===== src/rtl/mul_div_pkg.sv =====
// ---------------------------------------------------------------------------
// mul_div_pkg
//
// Shared definitions for the mul_div arithmetic group (multipliers and
// dividers). Holds the common FSM state encoding and a ceiling-log2 helper
// for sizing iteration counters.
//
// Contents:
//   ST_IDLE / ST_CALC / ST_FINISH  2-bit state encoding constants
//   mul_div_state_t                enum built on those constants
//   clog2(value)                   ceil(log2(value)), 0 for value <= 1
// ---------------------------------------------------------------------------
package mul_div_pkg;

    localparam logic [1:0] ST_IDLE   = 2'd0;
    localparam logic [1:0] ST_CALC   = 2'd1;
    localparam logic [1:0] ST_FINISH = 2'd2;

    typedef enum logic [1:0] {
        IDLE   = ST_IDLE,
        CALC   = ST_CALC,
        FINISH = ST_FINISH
    } mul_div_state_t;

    // Number of bits needed to hold values 0 .. value-1.
    function automatic int clog2(input int value);
        int result;
        int remaining;
        result    = 0;
        remaining = value - 1;
        while (remaining > 0) begin
            result    = result + 1;
            remaining = remaining >> 1;
        end
        return result;
    endfunction

endpackage


===== src/rtl/mul_sign_mag.sv =====
// ---------------------------------------------------------------------------
// mul_sign_mag
//
// Combinational sign handling for the shift-add multiplier (and the future
// signed divider). Converts two operands to unsigned magnitudes, produces the
// sign of the result, and conditionally negates a double-width result.
//
// Parameters:
//   WIDTH        operand width in bits
//
// Ports:
//   signed_mode  in   1        1 = operands are two's complement
//   a, b         in   WIDTH    raw operands
//   a_mag, b_mag out  WIDTH    |a|, |b| (unchanged when unsigned)
//   neg          out  1        result sign: signed_mode & (a[MSB] ^ b[MSB])
//   negate       in   1        apply negation to value
//   value        in   2*WIDTH  unsigned result to be signed
//   result       out  2*WIDTH  negate ? -value : value
// ---------------------------------------------------------------------------
module mul_sign_mag #(
    parameter int WIDTH = 8
) (
    input  logic                 signed_mode,
    input  logic [WIDTH-1:0]     a,
    input  logic [WIDTH-1:0]     b,
    output logic [WIDTH-1:0]     a_mag,
    output logic [WIDTH-1:0]     b_mag,
    output logic                 neg,
    input  logic                 negate,
    input  logic [2*WIDTH-1:0]   value,
    output logic [2*WIDTH-1:0]   result
);

    logic a_is_neg;
    logic b_is_neg;

    assign a_is_neg = signed_mode & a[WIDTH-1];
    assign b_is_neg = signed_mode & b[WIDTH-1];

    // The most negative value negates to itself in WIDTH bits, which read as
    // unsigned is exactly its magnitude, so no extra bit is needed.
    always_comb begin
        a_mag = a_is_neg ? (~a + 1'b1) : a;
        b_mag = b_is_neg ? (~b + 1'b1) : b;
        neg   = a_is_neg ^ b_is_neg;
    end

    // Negating zero yields zero, so a zero product never comes out as -0.
    always_comb begin
        result = negate ? (~value + 1'b1) : value;
    end

endmodule


===== src/rtl/shift_add_multiplier_param.sv =====
// ---------------------------------------------------------------------------
// shift_add_multiplier_param
//
// Multi-cycle radix-2 shift-add multiplier with per-operation signed or
// unsigned mode. One multiplier bit is consumed per CALC cycle; a FINISH
// cycle then registers the signed product and pulses done.
//
// Parameters:
//   WIDTH        operand width, 2..32; product is 2*WIDTH bits
//
// Ports:
//   clk          in   1        rising-edge clock
//   rst_n        in   1        asynchronous active-low reset
//   start        in   1        request; accepted only in IDLE or FINISH
//   signed_mode  in   1        1 = two's complement operands
//   a            in   WIDTH    multiplicand
//   b            in   WIDTH    multiplier
//   p            out  2*WIDTH  product, held until the next FINISH
//   busy         out  1        operation in progress
//   done         out  1        one-cycle pulse when p is updated
//
// Build option:
//   SHIFT_ADD_EARLY_TERM_EN  when defined, CALC ends as soon as the remaining
//                            multiplier bits are all zero.
// ---------------------------------------------------------------------------
module shift_add_multiplier_param
    import mul_div_pkg::*;
#(
    parameter int WIDTH = 8
) (
    input  logic                 clk,
    input  logic                 rst_n,
    input  logic                 start,
    input  logic                 signed_mode,
    input  logic [WIDTH-1:0]     a,
    input  logic [WIDTH-1:0]     b,
    output logic [2*WIDTH-1:0]   p,
    output logic                 busy,
    output logic                 done
);

    localparam int               CW   = clog2(WIDTH + 1);
    localparam logic [CW-1:0]    LAST = CW'(WIDTH - 1);

    mul_div_state_t        state;
    logic [WIDTH-1:0]      mcand;
    logic [WIDTH-1:0]      mplier;
    logic [2*WIDTH-1:0]    acc;
    logic [CW-1:0]         count;
    logic                  neg;

    logic [WIDTH-1:0]      a_mag;
    logic [WIDTH-1:0]      b_mag;
    logic                  op_neg;
    logic [2*WIDTH-1:0]    product;

    logic [2*WIDTH-1:0]    addend;
    logic [2*WIDTH-1:0]    acc_sum;
    logic [WIDTH-1:0]      mplier_shr;
    logic                  calc_last;

    mul_sign_mag #(
        .WIDTH       (WIDTH)
    ) u_sign_mag (
        .signed_mode (signed_mode),
        .a           (a),
        .b           (b),
        .a_mag       (a_mag),
        .b_mag       (b_mag),
        .neg         (op_neg),
        .negate      (neg),
        .value       (acc),
        .result      (product)
    );

    // Partial product for the current multiplier bit, aligned by count.
    always_comb begin
        addend     = {{WIDTH{1'b0}}, mcand} << count;
        acc_sum    = acc + (mplier[0] ? addend : '0);
        mplier_shr = mplier >> 1;
    end

    // Last CALC cycle: all WIDTH bits consumed, or (with early termination)
    // no set bits remain in the shifted multiplier.
`ifdef SHIFT_ADD_EARLY_TERM_EN
    always_comb begin
        calc_last = (count == LAST) || (mplier_shr == '0);
    end
`else
    always_comb begin
        calc_last = (count == LAST);
    end
`endif

    // Control FSM and datapath registers. When a new operation is accepted
    // in the FINISH cycle, done pulses in the first CALC cycle, so busy is
    // held low for that one cycle and rises on the next; done and busy are
    // therefore never high together.
    always_ff @(posedge clk or negedge rst_n) begin
        if (!rst_n) begin
            state  <= IDLE;
            mcand  <= '0;
            mplier <= '0;
            acc    <= '0;
            count  <= '0;
            neg    <= 1'b0;
            p      <= '0;
            busy   <= 1'b0;
            done   <= 1'b0;
        end else begin
            done <= 1'b0;
            case (state)
                IDLE, FINISH: begin
                    if (state == FINISH) begin
                        p    <= product;
                        done <= 1'b1;
                    end
                    if (start) begin
                        mcand  <= a_mag;
                        mplier <= b_mag;
                        neg    <= op_neg;
                        acc    <= '0;
                        count  <= '0;
                        busy   <= (state == IDLE);
                        state  <= CALC;
                    end else begin
                        busy  <= 1'b0;
                        state <= IDLE;
                    end
                end
                CALC: begin
                    acc    <= acc_sum;
                    mplier <= mplier_shr;
                    count  <= count + CW'(1);
                    busy   <= !calc_last;
                    if (calc_last) begin
                        state <= FINISH;
                    end
                end
                default: begin
                    busy  <= 1'b0;
                    state <= IDLE;
                end
            endcase
        end
    end

endmodule


===== config.mk =====
export PLATFORM = sky130hd
export DESIGN_NAME = shift_add_multiplier_param
export DESIGN_NICKNAME = d
export VERILOG_FILES = /design/src/rtl/mul_div_pkg.sv /design/src/rtl/mul_sign_mag.sv /design/src/rtl/shift_add_multiplier_param.sv
export SDC_FILE = /design/constraint.sdc
export NUM_CORES = 1
export LEC_CHECK = 0
export ABC_AREA = 1
export BUFFER_PORTS_ARGS = -buffer_cell sky130_fd_sc_hd__buf_2
export CAP_MARGIN = 5
export CORE_ASPECT_RATIO = 1.2
export CORE_MARGIN = 2
export CORE_UTILIZATION = 55
export DETAILED_ROUTE_END_ITERATION = 12
export PLACE_DENSITY_LB_ADDON = 0.08
export RECOVER_POWER = 50
export SYNTH_ARGS = -nofsm -noshare
export SYNTH_HDL_FRONTEND = slang
export SYNTH_HIERARCHICAL = 1
export SYNTH_SLANG_ARGS = --single-unit

===== constraint.sdc =====
create_clock -name clk -period 4.4 [get_ports clk]
set_input_delay 0.66 -clock clk [delete_from_list [all_inputs] [get_ports clk]]
set_output_delay 0.66 -clock clk [all_outputs]
set_load 0.01 [all_outputs]

==> impl_results.md, run 1 <==
- Detailed-route via count: 4011
- Multi-input logic area: 2500 sq um
- Fraction of the cycle the final worst path needs: 63.5%
- Final worst path period need: 2.79 ns
- CP Class: reg2reg
- Worst Path Buf+Inv: 1
- Full die area: 8710 sq um
- Post-Route WL: 10300 um
- Levels on crit path: 15
- H-tree Lvls: 3
- Wl on met1: 4200 um
- Critical-path cell list: inv_2, o21ai_1, nand2_1, nand2_1, nand2_1, o21ai_1, nor2_1, ha_1, nand2_1, nor2_1, nand3_1, nand3_1, nand2_1, nand2_1, o21ai_1
- CTS max path bufs: 2
- Delay-heaviest family, CP: simple AND/OR/NAND/NOR gates
- Initial antenna violation count: 0
- Slew margin rel.: 18.4%
- Die Wd: 85.5 um
- Worst-Margin Slew: 1.22 ns
- Nets: 688
- Number of synthesized register bits: 57
- Rows: 35
- DR vias/cell: 5.41
- Gpl congestion: 0.999
- Area growth from synthesis to layout: 6.79%
- Root Buffer: clkbuf_8
- Reg2reg path depth: 15
- Largest net degree at the start of global routing: 58
- CP endpoint kind: flop
- Vias in the first global route: 3888
- Cts bufs inserted: 9
- Grt ovf: 0
- Power Total: 3880 uW
- Routed Antenna Nets: 0
- CP Max Fanout: 11
- Drt pass-1 iters: 4
- Core ar.: 7710 sq um
- Post-synthesis cell count: 619
- Max Clk Rate: 358 MHz
- Max_cap viols: 0
- Ranking of synthesized cells by area: dfrtp_1 (33%), nand2_1 (18%), ha_1 (5.4%)
- WP data required: 4.63 ns
- Final hold viol count: 0
- RSZ-0062 raised after global routing: false
- Total Routing Usage GR: 25.4%
- Met2 Wirelength: 5400 um
- Hpwl dp: 8040 um
- Critical path's slowest cell: dfrtp_1
- Design Area, Final: 4680 sq um
- Fillers: 727
- I/O Pins: 38
- First-pass GRT wire length: 17500 um
- Max Clock Skew: 0.00929 ns
- Worst-Skew Late Latency: 0.34 ns
- Die Span Y: 102 um
- Status: complete, no violations
- Post-DP Area: 4540 sq um
- Layout cells sized above 1: 15.1%
- Post-synthesis sequential area ratio: 32.5%
- Post-Syn Nets: 659
- Initial DRC count: 113
- Worst path max stage delay: 0.53 ns
- Synthesized area: 4390 sq um
- Hold Crit Class: in2async
- Area leader, netlist: dfrtp_1
- Resized Gates After CTS: 0
- Sinks on Clock Net: 57
- Post-CTS setup buffers: 0
- TNS Setup: 0 ns
- Post-synth cell types: 44
- Number of remaining DRC errors: 0
- Register area: 1430 sq um
- Leakage: 0.00249 uW
- Crit path DAT: 3.02 ns
- Worst setup SP type: flop
- Power per cell area: 829 nW/um^2
- TritonCTS clock tree: built
- Clk slew on worst S/H paths: 0.07 ns
- Slew Viols, Final: 0
- Initial core utilization: 56.9%
- Most frequent CP cell: nand2_1
- CTS Hold Bufs: 0
- Mean Syn Cell Area: 7.09 sq um
- DR WL met3: 364 um
- Highest metal used: met4
- Peak VDD IR: 381 uV
- Synth top area share: 32.5%
- Final setup viols: 0
- IO Port Bufs: 37
- Per-cell routed wire length: 13.9 um
- Synth warnings: 6
- Diode count: 0
metal layers:
| layer | track usage [%] | vias to the layer above |
|---|---|---|
| met5 | 0 | - |
| li1 | - | 2059 |
| met1 | 26.9 | 1826 |
| met4 | 10.6 | 0 |
| met3 | 4.44 | 30 |
| met2 | 49.2 | 96 |
power by group:
| group | internal, uW | switching, uW |
|---|---|---|
| logic | 862 | 1530 |
| registers | 772 | 287 |
| clock network | 241 | 195 |
| total | 1880 | 2010 |
per-stage QoR:
step                      hold slack (ns)  utilization (%)  setup slack [ns]  cells
final                               0.462             60.8              1.61    742
after global routing                0.493             60.8              1.39    742
after CTS                           0.468             61.1              1.68    742
after detailed placement            0.453             58.9              1.68    729
after global placement              0.448             58.9              1.69    729
after floorplan                     0.364                -              2.14    619
final cells by class:
class | instances | area share (%)
multi-input combinational | 469 | 53.4
sequential | 57 | 30.4
inverter | 73 | 5.96
timing repair buffer | 38 | 4.11
clock buffer | 13 | 3.61
tap | 92 | 2.46
cell usage in the layout (no fill, tap or decap), types with 3 or more instances in the layout:
cell type,n
nand2_1,209
inv_1,60
dfrtp_1,57
nand3_1,43
nor2_1,40
buf_2,37
a21oi_1,23
o21ai_0,22
ha_1,19
o21ai_1,15
xor2_1,14
clkbuf_8,12
inv_2,11
nor3_1,10
nand2_2,9
mux2_2,8
a221oi_1,7
nand3b_1,6
nand3_2,5
nor2_2,5
o22ai_1,4
a31oi_1,3
nand4_1,3
worst paths after layout:
path / startpoint / slack (ns) / to
max: count[0]$_DFFE_PN0P_ / 1.61 / acc[9]$_DFFE_PN0P_
min: rst_n / 0.46 / p[2]$_DFFE_PN0P_
max in group asynchronous: rst_n / 3.46 / acc[11]$_DFFE_PN0P_
max reg2reg: count[0]$_DFFE_PN0P_ / 1.61 / acc[9]$_DFFE_PN0P_
min in group clk: p[5]$_DFFE_PN0P_ / 0.46 / p[5]$_DFFE_PN0P_
min reg2reg: p[5]$_DFFE_PN0P_ / 0.46 / p[5]$_DFFE_PN0P_
synth_stat cells, drive strengths merged:
master and instances:
a21o 2, o22ai 4, xor2 15, a31oi 4, o21ai 39, inv 73, o32ai 1, nand3b 6
nor2 46, mux2 8, nand2b 1, ha 19, buf 18, o21bai 1, nand4 3, nor3 10
or2 2, a211oi 1, dfrtp 57, xnor2 2, nand2 219, a21boi 1, nor4 2, nand3 50
a221oi 7, fa 1, clkbuf 2, a22o 2, a21oi 23
worst reg2reg max path, delay by kind of cell, from the launching register on:
family / cells / cell delay (ns)
compound gates: 3 / 0.38
fa+ha+maj: 1 / 0.38
buf+inv: 1 / 0.18
flops: 1 / 0.53
simple gates: 10 / 1.21
state kept, by name, indices dropped and copies added (netlist names):
name and count:
acc 16, p 16, mcand 8, mplier 8
count 4, state 2, busy 1, done 1
neg 1
kinds of logic (layout without fill, tap and decap cells):
logic type / after synthesis / after routing / share of synthesized area, %
buffers and inverters: 93 / 124 / 9.95
AOI/OAI and AO/OA: 85 / 85 / 11.4
adders and majority gates: 20 / 20 / 5.88
muxes: 8 / 8 / 2.05
DFF: 57 / 57 / 32.5
xor gates and xnor gates: 17 / 17 / 3.57
and+or+nand+nor: 339 / 339 / 34.7
No activity file was read; power rests on OpenSTA's default activity.
==> run 2: changes to the inputs <==
--- a/config.mk
+++ b/config.mk
@@ -5,12 +5,12 @@
 export SDC_FILE = /design/constraint.sdc
 export NUM_CORES = 1
 export LEC_CHECK = 0
-export ABC_AREA = 1
+export ABC_AREA = 0
 export BUFFER_PORTS_ARGS = -buffer_cell sky130_fd_sc_hd__buf_2
 export CAP_MARGIN = 5
 export CORE_ASPECT_RATIO = 1.2
 export CORE_MARGIN = 2
-export CORE_UTILIZATION = 55
+export CORE_UTILIZATION = 54
 export DETAILED_ROUTE_END_ITERATION = 12
 export PLACE_DENSITY_LB_ADDON = 0.08
 export RECOVER_POWER = 50
==> constraint.sdc (replaced) <==
create_clock -name clk -period 2.5 [get_ports clk]
set_input_delay 0.375 -clock clk [delete_from_list [all_inputs] [get_ports clk]]
set_output_delay 0.375 -clock clk [all_outputs]
set_load 0.01 [all_outputs]
==> run 2 against run 1 <==
  * The flow now finishes with violations (capacitance limit, slew limit, setup timing)
  * Combinational power increased by 130%
  * Clock skew is essentially flat
  * Total power is 120% higher
  * Maximum frequency down 7.2%
  * Cell area increased by 15%
  * Clock-buffer cell count shrank 1
  * Die area fell by 7.1%
  * Critical path depth unchanged
  * Setup slack worse by 2.1 ns
  * Worst hold slack worse by 0.17 ns
  * Global-route usage up 1.6 points
  * Register-to-register slack worse by 2.1 ns
==> impl_results.md, run 2 <==
- Status: complete, but fails checks
- Failing checks: capacitance limit, slew limit, setup timing
- Switching portion of total power: 42.1% (-9.7 points)
- Flop pwr share: 22.0% (-5.3 points)
- Number of synthesized register bits: 57 (unchanged)
- Clk pwr share: 13.1% (+1.9 points)
- Asr flop ratio synth: 100% (unchanged)
- Power per cell area: 1550 nW/um^2 (+87%)
- Leading cell type by number of instances after synthesis: nand2_1
- WP data required: 2.77 ns (-1.86 ns)
- Worst path max stage delay: 0.46 ns (-0.07 ns)
- CP Max Fanout: 5 (-6)
- Worst slack, placed: -0.527 ns (-2.21 ns)
- Slew margin rel.: -2.74% (-21 points)
- Total Routing Usage GR: 26.9% (+1.6 points)
- Initial antenna violation count: 0 (unchanged)
- Max Clk Rate: 332 MHz (-7.2%)
- Initial core utilization: 55.5% (-1.5 points)
- Diode count: 0 (unchanged)
- Placed insts: 625 (-14%)
- Combinational share of power: 64.9% (+3.4 points)
- Critical path's slowest cell: dfrtp_2
- Full die area: 8090 sq um (-7.1%)
- Final setup viols: 11 (+11)
- Vias in the first global route: 3660 (-5.9%)
- Gpl congestion: 0.913 (-8.5%)
- Post-synth EDFFs: 0 (unchanged)
- H-tree Lvls: 3 (unchanged)
- I/O Pins: 38 (unchanged)
- Synth warnings: 6 (unchanged)
- Post-synth cell types: 56 (+27%)
- Ranking of synthesized cells by area: dfrtp_1 (36%), nand2_1 (7.2%), ha_1 (6.0%)
- Drt pass-1 iters: 5 (+1)
- CTS max path bufs: 2 (unchanged)
- Psw: 3520 uW (+75%)
- Post-synthesis sequential area ratio: 35.8% (+3.3 points)
- Ys flop type: dfrtp_1
- Routed Antenna Nets: 0 (unchanged)
- Fillers: 524 (-28%)
- Max_cap viols: 1 (+1)
- Max Clock Skew: 0.00903 ns (-0.000254 ns)
- CP Class: reg2reg
- Area growth from synthesis to layout: 35.4%
- Post-Syn Nets: 495 (-25%)
- Worst-Margin Slew: 1.54 ns (+0.322 ns)
- Rows: 34 (-2.9%)
- Mean Syn Cell Area: 8.76 sq um (+24%)
- Hold Crit Class: in2reg
- Per-cell routed wire length: 15.8 um (+13%)
- Leakage: 0.00243 uW (-2.4%)
- Final worst path period need: 3.01 ns (+0.216 ns)
- Final Instance Count excl. Fillers: 661 (-11%)
- Post-Route WL: 10400 um (+0.96%)
- Die Span Y: 98.1 um (-3.6%)
- CP endpoint kind: flop
- Post-synthesis cell count: 455 (-26%)
- First-pass GRT wire length: 16800 um (-3.8%)
- TritonCTS clock tree: built
- Synth top area share: 35.8% (+3.3 points)
- Fraction of the cycle the final worst path needs: 120% (+57 points)
- Synth Area in Simple Gates: 19.4% (-15 points)
- Synthesized area: 3990 sq um (-9.1%)
- Clk slew on worst S/H paths: 0.07 ns (about the same)
- Die Wd: 82.4 um (-3.6%)
- Final hold viol count: 0 (unchanged)
- Root Buffer: clkbuf_8
- Post-synth top cells: nand2_1 (77), dfrtp_1 (57), nor2_1 (38), o21ai_0 (25), mux2_2 (21)
- Layout cells sized above 1: 38.2% (+23 points)
- Internal: 4850 uW (+160%)
- Worst-Skew Late Latency: 0.34 ns (about the same)
- CTS Hold Bufs: 0 (unchanged)
- Largest net degree at the start of global routing: 34 (-41%)
- Nets: 606 (-12%)
- RSZ-0062 raised after global routing: true
- Commonest non-fill, non-tap cell in the layout: buf_4
- Slew Viols, Final: 29 (+29)
- Grt ovf: 0 (unchanged)
- Top flop regs: acc: 16 flops, p: 16 flops
- Crit path DAT: 3.28 ns (+0.26 ns)
- Power Total: 8370 uW (+120%)
- Final setup margin: -0.510 ns (-2.12 ns)
- Synth Area in Compound Gates: 17.8% (+6.4 points)
- Critical-path cell list: buf_6, mux2_4, nand2_1, o21ai_2, mux2i_1, o22ai_1, and2_4, ha_4, buf_6, nand4_1, and3b_2, o21ai_4, xor2_2, o31ai_1, a31o_1
- DR vias/cell: 5.63 (+4.2%)
- Area leader, netlist: dfrtp_1
- Most frequent CP cell: buf_6
- Worst setup SP type: flop
- Mux cell area share after synthesis: 8.44% (+6.4 points)
- Hpwl dp: 7210 um (-10%)
- Sinks on Clock Net: 57 (unchanged)
- Main combinational cell family by area after synthesis: simple AND/OR/NAND/NOR gates
- Detailed-route via count: 3724 (-7.2%)
- Cts bufs inserted: 9 (unchanged)
- Final Util: 75.1% (+14 points)
- IO Port Bufs: 37 (unchanged)
- Most frequent cells in the layout: buf_4 (79), nand2_1 (75), dfrtp_1 (55)
- Number of remaining DRC errors: 0 (unchanged)
- Initial DRC count: 157 (+39%)
- Peak VDD IR: 834 uV (+120%)
- Worst hold slack: 0.288 ns (-0.174 ns)
- Core ar.: 7190 sq um (-6.7%)
- Synth Area in XOR/XNOR: 7.66% (+4.1 points)
- Post-Synth Adder-Cell Area: 6.46% (+0.59 points)
run 2: what timing repair did:
| item | CTS | global route |
|---|---|---|
| pin swaps | 29 | 23 |
| resized for setup | 38 | 26 |
| setup endpoints to repair | 11 | 11 |
| setup buffers | 15 | 5 |
run 2: power by group through the flow:
| stage | Clock [uW] | Sequential, uW | Combinational, uW |
|---|---|---|---|
| floorplan | 0 | 1750 | 2890 |
| global placement | 0 | 1780 | 4320 |
| detailed placement | 0 | 1810 | 4440 |
| CTS | 1110 | 1820 | 5000 |
| global route | 1150 | 1920 | 5930 |
| finish | 1090 | 1840 | 5430 |
run 2: critical path: cells and delay by family, from the launching register on:
family                   cells  cell delay [ns]
flip-flops                   1             0.46
XOR/XNOR                     1             0.16
AO/OA/AOI/OAI                5             0.62
multiplexers                 2             0.46
AND/OR/NAND/NOR              4             0.69
buffers and inverters        2             0.27
adder cells (fa/ha/maj)      1             0.29
run 2: worst paths after layout:
kind / end / slack, ns / start / cells after the start
max: acc[15]$_DFFE_PN0P_ / -0.51 / count[0]$_DFFE_PN0P_ / 15
min: mcand[0]$_DFFE_PN0P_ / 0.29 / a[0] / 3
max reg2reg: acc[15]$_DFFE_PN0P_ / -0.51 / count[0]$_DFFE_PN0P_ / 15
min reg2reg: busy$_DFF_PN0_ / 0.47 / state[1]$_DFFE_PN0P_ / 1
max in group asynchronous: acc[8]$_DFFE_PN0P_ / 0.60 / rst_n / 2
min in group asynchronous: p[0]$_DFFE_PN0P_ / 0.40 / rst_n / 1
run 2: area by class of cell:
type / instances / area (sq um) / area share [%]
clock buffer: 12 / 155 / 2.87
inverter: 14 / 52.6 / 0.973
clock inverter: 4 / 98.8 / 1.83
timing repair buffer: 123 / 848 / 15.7
multi-input combinational: 361 / 2700 / 50.1
tap: 90 / 113 / 2.09
sequential: 57 / 1430 / 26.5
run 2: layer usage:
layer | global-route usage, % | vias to the layer above | wire length (um)
met3 | 3.70 | 20 | 311
met5 | 0 | - | 0
met2 | 48.3 | 94 | 5580
met4 | 12.3 | 0 | 289
li1 | - | 1819 | -
met1 | 30.7 | 1791 | 4230
run 2: cells by family after synthesis:
group,after synthesis
AOI/OAI and AO/OA,108
xor gates and xnor gates,34
adders and majority gates,20
buffers and inverters,37
DFF,57
muxes,30
and+or+nand+nor,169
run 2: through the flow:
step,setup TNS [ns],area [sq um]
final,-3.33,5400
after global routing,-5.09,5400
after CTS,-2.19,5280
after detailed placement,-3.86,4740
after global placement,-3.23,4740
after floorplan,-0.798,4060
